`src/rtl/ddr3_arb_pkg.sv`:
```
// ---------------------------------------------------------------------------
// ddr3_arb_pkg
// Shared definitions for the two-port DDR3 MIF arbiter.
//   CMD_WR / CMD_RD : MIF command codes the arbiter understands
//   BURST_W         : width of the burst count (app_burst_number)
//   arb_state_t     : transaction-level arbiter state
// ---------------------------------------------------------------------------
package ddr3_arb_pkg;

    localparam int         BURST_W = 6;
    localparam logic [2:0] CMD_WR  = 3'b000;
    localparam logic [2:0] CMD_RD  = 3'b001;

    typedef enum logic [1:0] {
        ST_IDLE  = 2'd0,
        ST_CMD   = 2'd1,
        ST_WDATA = 2'd2,
        ST_RDATA = 2'd3
    } arb_state_t;

endpackage

```
`src/rtl/arb_priority_sel.sv`:
```
// ---------------------------------------------------------------------------
// arb_priority_sel
// Combinational winner select between the display (port 0) and render
// (port 1) requesters. Port 0 wins unless port 1 is also requesting and has
// been starved long enough.
//   req0, req1 : command-valid of each port
//   starve     : port 1 has waited through the allowed number of grants
//   win        : one-hot winner, 2'b00 when nobody requests
// ---------------------------------------------------------------------------
module arb_priority_sel (
    input  logic       req0,
    input  logic       req1,
    input  logic       starve,
    output logic [1:0] win
);

    // Fixed priority with a starvation override for port 1.
    always_comb begin
        win = 2'b00;
        if (req0 && !(req1 && starve)) begin
            win = 2'b01;
        end else if (req1) begin
            win = 2'b10;
        end else begin
            win = 2'b00;
        end
    end

endmodule

```
`src/rtl/ddr3_port_arbiter.sv`:
```
// ---------------------------------------------------------------------------
// ddr3_port_arbiter
// Shares one DDR3 MIF user interface between port 0 (display reads, priority)
// and port 1 (render writes). Whole transactions are serialised: one command,
// then all of its data beats. Nothing is granted before calibration.
//   hclk, hresetn          : MIF user clock, async active-low reset
//   calib_done             : MIF init_calib_complete
//   pN_cmd/addr/bursts     : per-port command fields, pN_cmd_valid/ready
//   pN_wr_*                : per-port write beat channel (pass-through)
//   pN_rd_*                : per-port read beat channel (no backpressure)
//   mem_*                  : MIF-side command / write / read channels
//   grant                  : one-hot owner, 2'b00 when idle
//   err                    : sticky protocol error (cleared only by reset)
// ---------------------------------------------------------------------------
module ddr3_port_arbiter
    import ddr3_arb_pkg::*;
#(
    parameter int ADDR_W       = 28,
    parameter int DATA_W       = 128,
    parameter int STARVE_LIMIT = 4
) (
    input  logic                hclk,
    input  logic                hresetn,
    input  logic                calib_done,
    input  logic [2:0]          p0_cmd,
    input  logic [ADDR_W-1:0]   p0_addr,
    input  logic [BURST_W-1:0]  p0_bursts,
    input  logic                p0_cmd_valid,
    output logic                p0_cmd_ready,
    input  logic [DATA_W-1:0]   p0_wr_data,
    input  logic [DATA_W/8-1:0] p0_wr_strb,
    input  logic                p0_wr_valid,
    output logic                p0_wr_ready,
    output logic [DATA_W-1:0]   p0_rd_data,
    output logic                p0_rd_valid,
    output logic                p0_rd_last,
    input  logic [2:0]          p1_cmd,
    input  logic [ADDR_W-1:0]   p1_addr,
    input  logic [BURST_W-1:0]  p1_bursts,
    input  logic                p1_cmd_valid,
    output logic                p1_cmd_ready,
    input  logic [DATA_W-1:0]   p1_wr_data,
    input  logic [DATA_W/8-1:0] p1_wr_strb,
    input  logic                p1_wr_valid,
    output logic                p1_wr_ready,
    output logic [DATA_W-1:0]   p1_rd_data,
    output logic                p1_rd_valid,
    output logic                p1_rd_last,
    output logic [2:0]          mem_cmd,
    output logic                mem_cmd_valid,
    input  logic                mem_cmd_ready,
    output logic [ADDR_W-1:0]   mem_addr,
    output logic [BURST_W-1:0]  mem_bursts,
    output logic [DATA_W-1:0]   mem_wr_data,
    output logic [DATA_W/8-1:0] mem_wr_strb,
    output logic                mem_wr_valid,
    output logic                mem_wr_last,
    input  logic                mem_wr_ready,
    input  logic [DATA_W-1:0]   mem_rd_data,
    input  logic                mem_rd_valid,
    output logic [1:0]          grant,
    output logic                err
);

    localparam int CNT_W = $clog2(STARVE_LIMIT + 1);

    arb_state_t          state_r;
    logic [1:0]          grant_r;
    logic                err_r;
    logic [CNT_W-1:0]    starve_cnt_r;
    logic [BURST_W-1:0]  beat_cnt_r;
    logic [2:0]          cmd_r;
    logic [ADDR_W-1:0]   addr_r;
    logic [BURST_W-1:0]  bursts_r;
    logic                cmd_valid_r;

    logic [1:0]          win_s;
    logic                arb_en_s;
    logic                wr_act_s;
    logic                rd_act_s;
    logic                beat_last_s;
    logic                wr_fire_s;
    logic                rd_fire_s;

    arb_priority_sel u_sel (
        .req0   (p0_cmd_valid),
        .req1   (p1_cmd_valid),
        .starve (starve_cnt_r == CNT_W'(STARVE_LIMIT)),
        .win    (win_s)
    );

    // Data phases only pass traffic while calibration holds, so an abort
    // stops forwarding in the very cycle calib_done falls.
    assign arb_en_s    = (state_r == ST_IDLE)  && calib_done;
    assign wr_act_s    = (state_r == ST_WDATA) && calib_done;
    assign rd_act_s    = (state_r == ST_RDATA) && calib_done;
    assign beat_last_s = (beat_cnt_r == bursts_r);

    // The ready pulse coincides with the capture edge, forming a true handshake.
    assign p0_cmd_ready = arb_en_s && win_s[0];
    assign p1_cmd_ready = arb_en_s && win_s[1];

    assign grant         = grant_r;
    assign err           = err_r;
    assign mem_cmd       = cmd_r;
    assign mem_addr      = addr_r;
    assign mem_bursts    = bursts_r;
    assign mem_cmd_valid = cmd_valid_r;

    // Write channel pass-through from the current owner.
    always_comb begin
        if (wr_act_s) begin
            mem_wr_valid = grant_r[1] ? p1_wr_valid : p0_wr_valid;
            mem_wr_data  = grant_r[1] ? p1_wr_data  : p0_wr_data;
            mem_wr_strb  = grant_r[1] ? p1_wr_strb  : p0_wr_strb;
            p0_wr_ready  = grant_r[0] && mem_wr_ready;
            p1_wr_ready  = grant_r[1] && mem_wr_ready;
        end else begin
            mem_wr_valid = 1'b0;
            mem_wr_data  = {DATA_W{1'b0}};
            mem_wr_strb  = {(DATA_W/8){1'b0}};
            p0_wr_ready  = 1'b0;
            p1_wr_ready  = 1'b0;
        end
    end

    assign mem_wr_last = mem_wr_valid && beat_last_s;
    assign wr_fire_s   = mem_wr_valid && mem_wr_ready;

    // Read beats are routed with zero latency; the non-owner sees zeros.
    assign p0_rd_valid = rd_act_s && grant_r[0] && mem_rd_valid;
    assign p1_rd_valid = rd_act_s && grant_r[1] && mem_rd_valid;
    assign p0_rd_data  = p0_rd_valid ? mem_rd_data : {DATA_W{1'b0}};
    assign p1_rd_data  = p1_rd_valid ? mem_rd_data : {DATA_W{1'b0}};
    assign p0_rd_last  = p0_rd_valid && beat_last_s;
    assign p1_rd_last  = p1_rd_valid && beat_last_s;
    assign rd_fire_s   = rd_act_s && mem_rd_valid;

    // Transaction FSM: arbitration, command issue, beat counting and aborts.
    always_ff @(posedge hclk or negedge hresetn) begin
        if (!hresetn) begin
            state_r     <= ST_IDLE;
            grant_r     <= 2'b00;
            err_r       <= 1'b0;
            beat_cnt_r  <= {BURST_W{1'b0}};
            cmd_r       <= 3'b000;
            addr_r      <= {ADDR_W{1'b0}};
            bursts_r    <= {BURST_W{1'b0}};
            cmd_valid_r <= 1'b0;
        end else begin
            // Read data the arbiter did not ask for is dropped and flagged.
            if (mem_rd_valid && (state_r != ST_RDATA)) begin
                err_r <= 1'b1;
            end else begin
                err_r <= err_r;
            end
            case (state_r)
                ST_IDLE: begin
                    if (arb_en_s && (win_s != 2'b00)) begin
                        cmd_r       <= win_s[1] ? p1_cmd    : p0_cmd;
                        addr_r      <= win_s[1] ? p1_addr   : p0_addr;
                        bursts_r    <= win_s[1] ? p1_bursts : p0_bursts;
                        grant_r     <= win_s;
                        cmd_valid_r <= 1'b1;
                        state_r     <= ST_CMD;
                    end else begin
                        state_r <= ST_IDLE;
                    end
                end
                ST_CMD: begin
                    if (!calib_done) begin
                        cmd_valid_r <= 1'b0;
                        grant_r     <= 2'b00;
                        err_r       <= 1'b1;
                        state_r     <= ST_IDLE;
                    end else if (mem_cmd_ready) begin
                        cmd_valid_r <= 1'b0;
                        beat_cnt_r  <= {BURST_W{1'b0}};
                        case (cmd_r)
                            CMD_WR:  state_r <= ST_WDATA;
                            CMD_RD:  state_r <= ST_RDATA;
                            default: begin
                                err_r   <= 1'b1;
                                grant_r <= 2'b00;
                                state_r <= ST_IDLE;
                            end
                        endcase
                    end else begin
                        state_r <= ST_CMD;
                    end
                end
                ST_WDATA, ST_RDATA: begin
                    if (!calib_done) begin
                        grant_r <= 2'b00;
                        err_r   <= 1'b1;
                        state_r <= ST_IDLE;
                    end else if (wr_fire_s || rd_fire_s) begin
                        if (beat_last_s) begin
                            grant_r <= 2'b00;
                            state_r <= ST_IDLE;
                        end else begin
                            beat_cnt_r <= beat_cnt_r + 6'd1;
                        end
                    end else begin
                        state_r <= state_r;
                    end
                end
                default: begin
                    grant_r     <= 2'b00;
                    cmd_valid_r <= 1'b0;
                    state_r     <= ST_IDLE;
                end
            endcase
        end
    end

    // Count port-0 grants that port 1 sat through; any gap in its request resets it.
    always_ff @(posedge hclk or negedge hresetn) begin
        if (!hresetn) begin
            starve_cnt_r <= {CNT_W{1'b0}};
        end else if (!p1_cmd_valid) begin
            starve_cnt_r <= {CNT_W{1'b0}};
        end else if (p0_cmd_ready) begin
            starve_cnt_r <= starve_cnt_r + CNT_W'(1'b1);
        end else if (p1_cmd_ready) begin
            starve_cnt_r <= {CNT_W{1'b0}};
        end else begin
            starve_cnt_r <= starve_cnt_r;
        end
    end

endmodule

```
`config.mk`:
```
export PLATFORM = sky130hd
export DESIGN_NAME = ddr3_port_arbiter
export DESIGN_NICKNAME = d
export VERILOG_FILES = /design/src/rtl/ddr3_arb_pkg.sv /design/src/rtl/arb_priority_sel.sv /design/src/rtl/ddr3_port_arbiter.sv
export SDC_FILE = /design/constraint.sdc
export NUM_CORES = 1
export LEC_CHECK = 0
export CORE_AREA = 3 3 366 368
export DETAILED_ROUTE_END_ITERATION = 12
export DIE_AREA = 0 0 369 371
export PLACE_DENSITY = 0.34
export SYNTH_ARGS = -nofsm -noshare
export SYNTH_HDL_FRONTEND = slang
export SYNTH_SLANG_ARGS = --single-unit
export TNS_END_PERCENT = 1
```
`constraint.sdc`:
```
create_clock -name hclk -period 3.5 [get_ports hclk]
set_input_delay 0.35 -clock hclk [delete_from_list [all_inputs] [get_ports hclk]]
set_output_delay 0.35 -clock hclk [all_outputs]
set_load 0.005 [all_outputs]
```
; ---- Yosys cells after proc, flatten, opt, wreduce, memory -nomap -nowiden
; Cells that the tools add are included.
[totals]
regBits = 52
out_inout_bits = 451
[op_classes]
n_eq_ne = 18
addsub = 2
muxes = 47
n_reduce_logical = 34
[op_table]
columns = operator, count
row1 = 2-to-1 mux 128 bit, 4
row2 = 2-to-1 mux 6 bit, 6
row3 = 2-to-1 mux 16 bit, 2
row4 = 2-to-1 mux 28 bit, 1
row5 = 2-to-1 mux 2 bit, 11
row6 = logical AND 1 bit, 20
row7 = 2-to-1 mux 1 bit, 13
row8 = 2-to-1 mux 3 bit, 4
row9 = "!= test 2 bit, second input constant", 6
row10 = "!= test 3 bit, second input constant", 4
row11 = one-hot mux 2 bit (3 select lines), 2
row12 = one-hot mux 6 bit (2 select lines), 1
row13 = "adder 6 x 1 -> 6 bit, second input constant", 1
row14 = equality test 6 bit, 1
row15 = AND reduction 6 bit, 1
row16 = nonzero test 2 bit, 3
row17 = AND reduction 5 bit, 1
row18 = "equality test 2 bit, second input constant", 2
row19 = one-hot mux 1 bit (2 select lines), 2
row20 = one-hot mux 2 bit (2 select lines), 1
row21 = AND reduction 2 bit, 2
row22 = OR reduction 2 bit, 2
row23 = "adder 3 x 1 -> 3 bit, second input constant", 1
row24 = "equality test 3 x 1 -> 1 bit, second input constant", 1
row25 = 9 further kinds, 9

; ---- Logic depth before layout (Yosys ltp)
[logic_depth]
depth_word = 9
mapped_depth = 9
ltp_nobuf = 7

; ---- Cells and area by module
; From an unflattened synthesis, not the netlist that was laid out.
[unflattened]
hier_cells = 917
hier_area_um2 = 6688.9
[modules_own_cells]
columns = module, seq_area_each_um2, instances, area_each_um2, cells_per_inst
row1 = ddr3_port_arbiter, 1301.2, 1, 6670.1, 914
row2 = arb_priority_sel, 0.0, 1, 18.8, 3

; ---- Least setup slack after synthesis
; OpenSTA, ideal clock, no wires.
[synth_path]
path_kind = reg2out
startpoint = register beat_cnt_r[3]
endpoint = output port p0_rd_last
path_stages_with_launch = 7
setup_slack_ps = 1666
path_buffers = 2
t_arrival_ps = 1484
cell_sequence = dfrtp_1 > buf_6 > xor2_1 > nor4_2 > nand3_2 > buf_4 > nor4_1
[synth_via]
elab_chain_len = 2
[synth_lines]
columns = item, line_no
row1 = start: declaration, ddr3_port_arbiter.sv:71  ; logic [BURST_W-1:0] beat_cnt_r;
row2 = start signal: assignment, ddr3_port_arbiter.sv:145  ; beat_cnt_r <= {BURST_W{1'b0}};
row3 = start signal: assignment, ddr3_port_arbiter.sv:178  ; beat_cnt_r <= {BURST_W{1'b0}};
row4 = start signal: assignment, ddr3_port_arbiter.sv:202  ; beat_cnt_r <= beat_cnt_r + 6'd1;
row5 = equality test 6 bit, ddr3_port_arbiter.sv:97  ; assign beat_last_s = (beat_cnt_r == bursts_r);
row6 = logical AND 1 bit, ddr3_port_arbiter.sv:135  ; assign p0_rd_last = p0_rd_valid && beat_last_s;
row7 = end: declaration, ddr3_port_arbiter.sv:36  ; output logic p0_rd_last,
; Every way passes these cells.

; ---- Worst setup path after layout
[layout_path]
startpoint = input port calib_done
endpoint = output port p1_rd_data[20]
[layout_via]
elab_chain_len = 4
[layout_lines]
columns = item, line_no
row1 = start: declaration, ddr3_port_arbiter.sv:24  ; input logic calib_done,
row2 = logical AND 1 bit, ddr3_port_arbiter.sv:96  ; assign rd_act_s = (state_r == ST_RDATA) && calib_done;
row3 = logical AND 1 bit (2 in series), ddr3_port_arbiter.sv:132  ; assign p1_rd_valid = rd_act_s && grant_r[1] && mem_rd_valid;
row4 = 2-to-1 mux 128 bit, ddr3_port_arbiter.sv:134  ; assign p1_rd_data = p1_rd_valid ? mem_rd_data : {DATA_W{1'b0}};
row5 = end: declaration, ddr3_port_arbiter.sv:46  ; output logic [DATA_W-1:0] p1_rd_data,
; Every way passes these cells.

==> run metrics <==
post-synthesis sequential area ratio=0.193; core box area=131,000 um^2; setup repair after global routing missed its margin=false; multi-input logic area=4990 um^2; NumNets Final=2,319; 1st-pass router iterations=5; vias in the first global route=10,800; CP Max Fanout=84; hold_buf cts=0; Finished Core Util=0.144; Synth Cell Area=6760 um^2; Worst Path Arrival=2.94 ns; Initial DRC Count=552; Critical Path Sink Type=primary output; Syn. warnings=0; EDFF count, synth=0; post-synthesis sequential element count=52; Post-DRT Antenna Nets=0; Setup WS post-layout=0.212 ns; P_leak=7.53 nW; aggregate global-route resource usage=0.130; clock root cell=clkbuf_16; Main synth FF type=dfrtp_1; total wire length=95.5 mm; placed cell areas=18,700 um^2; required time worst endpoint=3.15 ns; logic gate share of total power=0.622; Via density=3.06; synthesized netlist cell count=927; post-cts sizing count=0; gpl congestion=0.832; Max Root-Sink Buffers=2; CTS tree=yes; CP Class=in -> out; Avg Cell Area, Syn=7.29 um^2; clock latency at the later pin of the worst-skew pair=0.32 ns; switching share of total power=0.408; peak supply drop=0.215 mV; ys async rst share=1.00; dpl hpwl=84.8 mm; outcome=complete, no violations; register area=1310 um^2; Tmin final=3.29 ns; Post-CTS Setup Inserts=0; DP Worst Slack=0.114 ns; net load switching power=1.65 mW; Mapped Nets=1,430; first-pass GRT wire length=118 mm; Die Wd=369 um; Fill cells=15,100; Max-slew headroom=0.383; Setup Skew=0.0126 ns; Final Hold Vio Count=0; Starting Density=0.0515; Int Power=2.39 mW; number of H-tree levels=2; # clock sinks=52; pin slew with the least headroom to its limit=0.925 ns; Final Slew Violations=0; Cell variety after synth=47; fin area=18,900 um^2; DIE HEIGHT=371 um; antenna violations before repair=55; Die ar.=137,000 um^2; Syn-to-layout area delta=180%; endpoints failing setup=0; Avg WL per Cell=26.7 um; share of layout cells above drive strength 1=0.0539; Hold Path Class=in -> async; sequential share of power=0.239; max_cap viols=0; I/O Buffers=950; Clk pin slew, worst setup/hold paths=0.08 ns; DRC=0; P per Cell Area=214 nW/um^2; Clk network pwr share=0.140; io pins=951; critical path launch point type=primary input; gr ovfl total=0; Final Cycle Share=0.940; f_max=304 MHz; CTS Buf Count=5; sum of negative setup slack=0 ns; Row Count=133; largest net degree at the start of global routing=125; Vias=10,900
-- state kept, by name, summed over array words and instances (netlist names) --
name and cells:
mem_addr 28, beat_cnt_r 6, mem_bursts 6, mem_cmd 3, starve_cnt_r 3, grant 2, state_r 2, err 1
mem_cmd_valid 1
-- cells by family after synthesis --
| kind of cell | after synthesis | share of synthesized area |
|---|---|---|
| muxes | 182 | 0.270 |
| and+or+nand+nor | 502 | 0.395 |
| AOI/OAI and AO/OA | 68 | 0.0571 |
| buffers and inverters | 114 | 0.0713 |
| adders and majority gates | 3 | 0.00556 |
| DFF | 52 | 0.193 |
| xor gates and xnor gates | 6 | 0.00778 |
-- power by group through the flow --
stage	Combinational [mW]	Clock [mW]	Sequential, mW
6_report	2.51	0.564	0.965
5_1_grt	2.70	0.621	1.00
4_1_cts	2.56	0.614	0.981
3_5_place_dp	2.55	0	0.986
3_3_place_gp	2.57	0	0.982
2_1_floorplan	0.980	0	0.899
-- cell type report --
type | count | area share
Multi-Input combinational cell | 761 | 0.264
Clock inverter | 2 | 0.000795
Antenna cell | 7 | 0.000928
Timing Repair Buffer | 989 | 0.540
Sequential cell | 52 | 0.0693
Clock buffer | 6 | 0.00735
Tap cell | 1755 | 0.116
Inverter | 7 | 0.00139
-- worst max-delay path, stage by stage --
cell and delay, ns:
clkdlybuf4s50_1 0.82, nand3_2 0.24, nor2_4 0.15, buf_12 0.19
buf_12 0.28, and3_1 0.20, clkdlybuf4s50_1 0.60
-- final timing paths --
path,start,to,slack [ns],cells after the start
max reg2reg,state_r[0],beat_cnt_r[4],0.94,6
min in group hclk,mem_addr[1],mem_addr[1],0.48,2
min,hresetn,mem_addr[19],0.17,1
max,calib_done,p1_rd_data[20],0.21,7
min reg2reg,mem_addr[1],mem_addr[1],0.48,2
max in group asynchronous,hresetn,mem_addr[3],2.49,2
-- metal layers --
| metal | routed length [um] | track usage | vias to the layer above | part of all wire |
|---|---|---|---|---|
| li1 | - | - | 5040 | - |
| met1 | 41200 | 0.166 | 5170 | 0.43 |
| met4 | 1230 | 0.0137 | 20 | 0.013 |
| met5 | 141 | 0 | - | 0.0015 |
| met2 | 44500 | 0.216 | 618 | 0.47 |
| met3 | 8420 | 0.0450 | 86 | 0.088 |
-- stage by stage --
| stage | hold WS, ns | power (mW) | instances |
|---|---|---|---|
| CTS | 0.209 | 4.16 | 3572 |
| finish | 0.174 | 4.04 | 3579 |
| floorplan | 0.0544 | 1.88 | 927 |
| detailed placement | 0.471 | 3.54 | 3564 |
| global placement | 0.462 | 3.55 | 3564 |
| global route | 0.244 | 4.33 | 3572 |
-- Yosys cell counts, types with 2 or more instances --
master / instances / share of area
xor2_1: 4 / 0.0052
ha_1: 3 / 0.0056
a21oi_1: 7 / 0.0052
and3_1: 260 / 0.24
clkbuf_1: 74 / 0.041
o21ai_0: 43 / 0.032
nand4b_1: 2 / 0.0026
nor2_1: 153 / 0.085
and2_1: 2 / 0.0019
o211ai_1: 4 / 0.0044
nand4_1: 2 / 0.0019
nor3_1: 3 / 0.0022
buf_2: 27 / 0.020
nand3_2: 2 / 0.0030
o22ai_1: 2 / 0.0019
buf_4: 3 / 0.0033
nor2b_1: 2 / 0.0019
dfrtp_1: 52 / 0.19
o21ai_1: 2 / 0.0015
inv_1: 7 / 0.0039
xnor2_1: 2 / 0.0026
nand3_1: 4 / 0.0030
mux2i_1: 181 / 0.27
a211o_1: 2 / 0.0026
nor4_1: 2 / 0.0019
nand2b_1: 5 / 0.0046
nor3b_1: 2 / 0.0022
nand2_1: 56 / 0.031
-- cell usage in the layout, fill, tap and decap left out, drive strengths merged --
cell type / synthesis / final
nor2: 154 / 154
nor3b: 3 / 3
mux2i: 182 / 182
nand2b: 5 / 5
a41o: 1 / 1
clkdlybuf4s50: 0 / 912
nand4b: 2 / 2
o211ai: 4 / 4
xor2: 4 / 4
nand4: 2 / 2
a22oi: 1 / 1
clkinvlp: 0 / 2
inv: 7 / 7
a21oi: 7 / 7
a21o: 1 / 1
o21a: 1 / 1
and3b: 1 / 1
buf: 32 / 77
nand3: 6 / 6
and2: 2 / 2
a21boi: 1 / 1
nor2b: 2 / 2
nor4b: 1 / 1
a41oi: 1 / 1
nor3: 3 / 3
xnor2: 2 / 2
and3: 260 / 260
clkbuf: 75 / 6
nand2: 56 / 56
dfrtp: 52 / 52
o21ai: 46 / 46
diode: 0 / 7
nor4: 3 / 3
o31ai: 1 / 1
o22ai: 2 / 2
ha: 3 / 3
a211o: 2 / 2
nand3b: 2 / 2
Note: power is estimated with default switching activity, not from simulation.
==> variant: new RTL, same settings <==
Make the reset (`hresetn`) synchronous in 2 clocked blocks. Comments in the files are not updated.
--- a/src/rtl/ddr3_port_arbiter.sv
+++ b/src/rtl/ddr3_port_arbiter.sv
@@ -137,7 +137,7 @@
     assign rd_fire_s   = rd_act_s && mem_rd_valid;
 
     // Transaction FSM: arbitration, command issue, beat counting and aborts.
-    always_ff @(posedge hclk or negedge hresetn) begin
+    always_ff @(posedge hclk) begin
         if (!hresetn) begin
             state_r     <= ST_IDLE;
             grant_r     <= 2'b00;
@@ -215,7 +215,7 @@
     end
 
     // Count port-0 grants that port 1 sat through; any gap in its request resets it.
-    always_ff @(posedge hclk or negedge hresetn) begin
+    always_ff @(posedge hclk) begin
         if (!hresetn) begin
             starve_cnt_r <= {CNT_W{1'b0}};
         end else if (!p1_cmd_valid) begin
Behaviour: differs if hresetn is asserted again (counterexample within 4 cycles, from zero or initial values and one cycle with hresetn low); with hresetn held inactive, the same outputs for 4 cycles.
==> variant against the original RTL <==
- routed wire length is 2.4% lower
- sequential cell count stayed put
- design area is 2.6% lower
- sequential share of layout area is 1.3 points lower
- setup slack better by 0.21 ns
- synthesized area is 5.3% lower
- global-route usage is 0.23 points lower
- non-clock buffer count is 4 lower
- register-to-register slack better by 0.29 ns
Power is not compared: it rests on default switching activity, and its combinational part moved more than twofold at a synthesized area within 25%.
==> variant: results (changes against the original RTL) <==
* Status: complete, no violations (unchanged)
* Upper clock frequency limit at 325 MHz (was 304 MHz)
* Drt first pass iters at 4 (was 5)
* Tightest Hold Check Type: register to register (was primary input to async pin)
* Mapped Cells at 894 (was 927)
* Worst IR Drop VDD at 199 uV
* First-pass GRT wire length at 114,000 um (was 118,000 um)
* Pleak at 6.27 nW
* R2R setup slack at 1.23 ns (was 0.94 ns)
* Post-synth net total at 1,397 (was 1,430)
* Global Route Usage Sum at 12.8% (was 13.0%)
* Via density at 2.86 (was 3.06)
* Worst Tran Pin Value at 0.635 ns (was 0.925 ns)
* Seq/Total Area, Yosys at 16.3% (was 19.3%)
* Max FO, Critical Path at 73 (was 84)
* Compound-Gate Fraction of Synth Area at 7.02% (was 5.70%)
* Dominant synthesized flop cell: dfxtp_1 (was dfrtp_1)
* RePlAce Congestion at 0.803 (was 0.832)
* Commonest cells post-synth: and2_1 (259), nor2_1 (194), mux2i_1 (183) (was and3_1 (260), mux2i_1 (181), nor2_1 (153))
* Placement Setup Slack at 0.424 ns (was 0.114 ns)
* Synth warn at 0 (unchanged)
* Largest net degree at the start of global routing at 79 (was 125)
* Clock buffer depth at 2 (unchanged)
* Post-synthesis adder-cell area fraction at 0.587% (was 0.556%)
* Max reg flops at 28 (unchanged)
* Largest cells by area after synthesis: mux2i_1 (29%), and2_1 (25%), dfxtp_1 (16%) (was mux2i_1 (27%), and3_1 (24%), dfrtp_1 (19%))
* Placed inst area at 18,200 um2 (was 18,700 um2)
* H-tree lvl count at 2 (unchanged)
* Post-synthesis xor/xnor area fraction at 0.958% (was 0.778%)
* Buffers added on ports at 950 (unchanged)
* Critical path data arrival time at 2.73 ns (was 2.94 ns)
* Layout net count at 2,307 (was 2,319)
* Clock skew at 0.0119 ns (was 0.0126 ns)
* Post-synthesis mux area share at 28.6% (was 27.0%)
* Clk_lat worst skew at 0.31 ns
* Post-synth ARST share at 0% (was 100%)
* Drt total wl at 93,200 um (was 95,500 um)
* Placed Cells at 3,552 (was 3,564)
* CTS root buffer: clkbuf_16 (unchanged)
* Initial antenna violation count at 80 (was 55)
* Iteration-0 DRC Markers at 395 (was 552)
* Hold Fails Final Rpt at 0 (unchanged)
* Cts bufs inserted at 5 (unchanged)
* Post-DR wirelength/cell at 26.1 um (was 26.7 um)
* WHS at 0.488 ns (was 0.174 ns)
* Netlist cell types at 37 (was 47)
* Layout cell share with drive strength beyond 1 at 3.93% (was 5.39%)
* Vias in the first global route at 9,987 (was 10.8k)
* Post-CTS setup buffers at 0 (unchanged)
* Dpl hpwl at 84,000 um (was 84,800 um)
## variant: cell types whose count changed in the layout (fill, tap and decap cells not counted), moves of 41 or more
cell,unedited run,this run
nor2_1,153,194
dfrtp_1,50,0
and3_1,260,8
nand2_1,55,8
dfxtp_1,0,51
and2_1,2,258
## variant: routing by layer
metal / GRT usage, % / vias up / share of wire (%)
met2: 21.7 / 601 / 47
met4: 1.13 / 22 / 1.3
met3: 4.57 / 111 / 8.7
li1: - / 4799 / -
met1: 16.0 / 4653 / 42
met5: 0 / - / 0.15
## variant: path summary, 6_finish.rpt
path | cells after the start | to | start
max reg2reg | 5 | beat_cnt_r[1] | grant[1]
min reg2reg | 1 | err | err
max | 5 | p1_rd_data[25] | state_r[1]
min | 1 | err | err
## variant: kinds of logic after synthesis
family / after synthesis
flip-flops: 52
XOR/XNOR: 7
AO/OA/AOI/OAI: 62
adder cells (fa/ha/maj): 3
buffers and inverters: 85
multiplexers: 183
AND/OR/NAND/NOR: 502
## variant: final cells by class
class                      instances  area, um2
timing repair buffer             985       9940
sequential                        52       1040
clock inverter                     2       17.5
inverter                           3       11.3
antenna                            7       17.5
fill                           15200     113000
tap                             1755       2200
multi-input combinational        757       5030
clock buffer                       6        139
## variant: report_power, final
group	total, W	internal [W]	switching (W)
combinational	0.00120	0.000731	0.000468
clock	0.000574	0.000292	0.000282
sequential	0.000676	0.000635	0.0000418
total	0.00245	0.00166	0.000791
## variant: critical path, stage by stage (launching register included)
cell             delay (ns)
dfxtp_1                0.56
and3_1                 0.43
and3_4                 0.31
buf_12                 0.25
and2_1                 0.18
clkdlybuf4s50_1        0.59
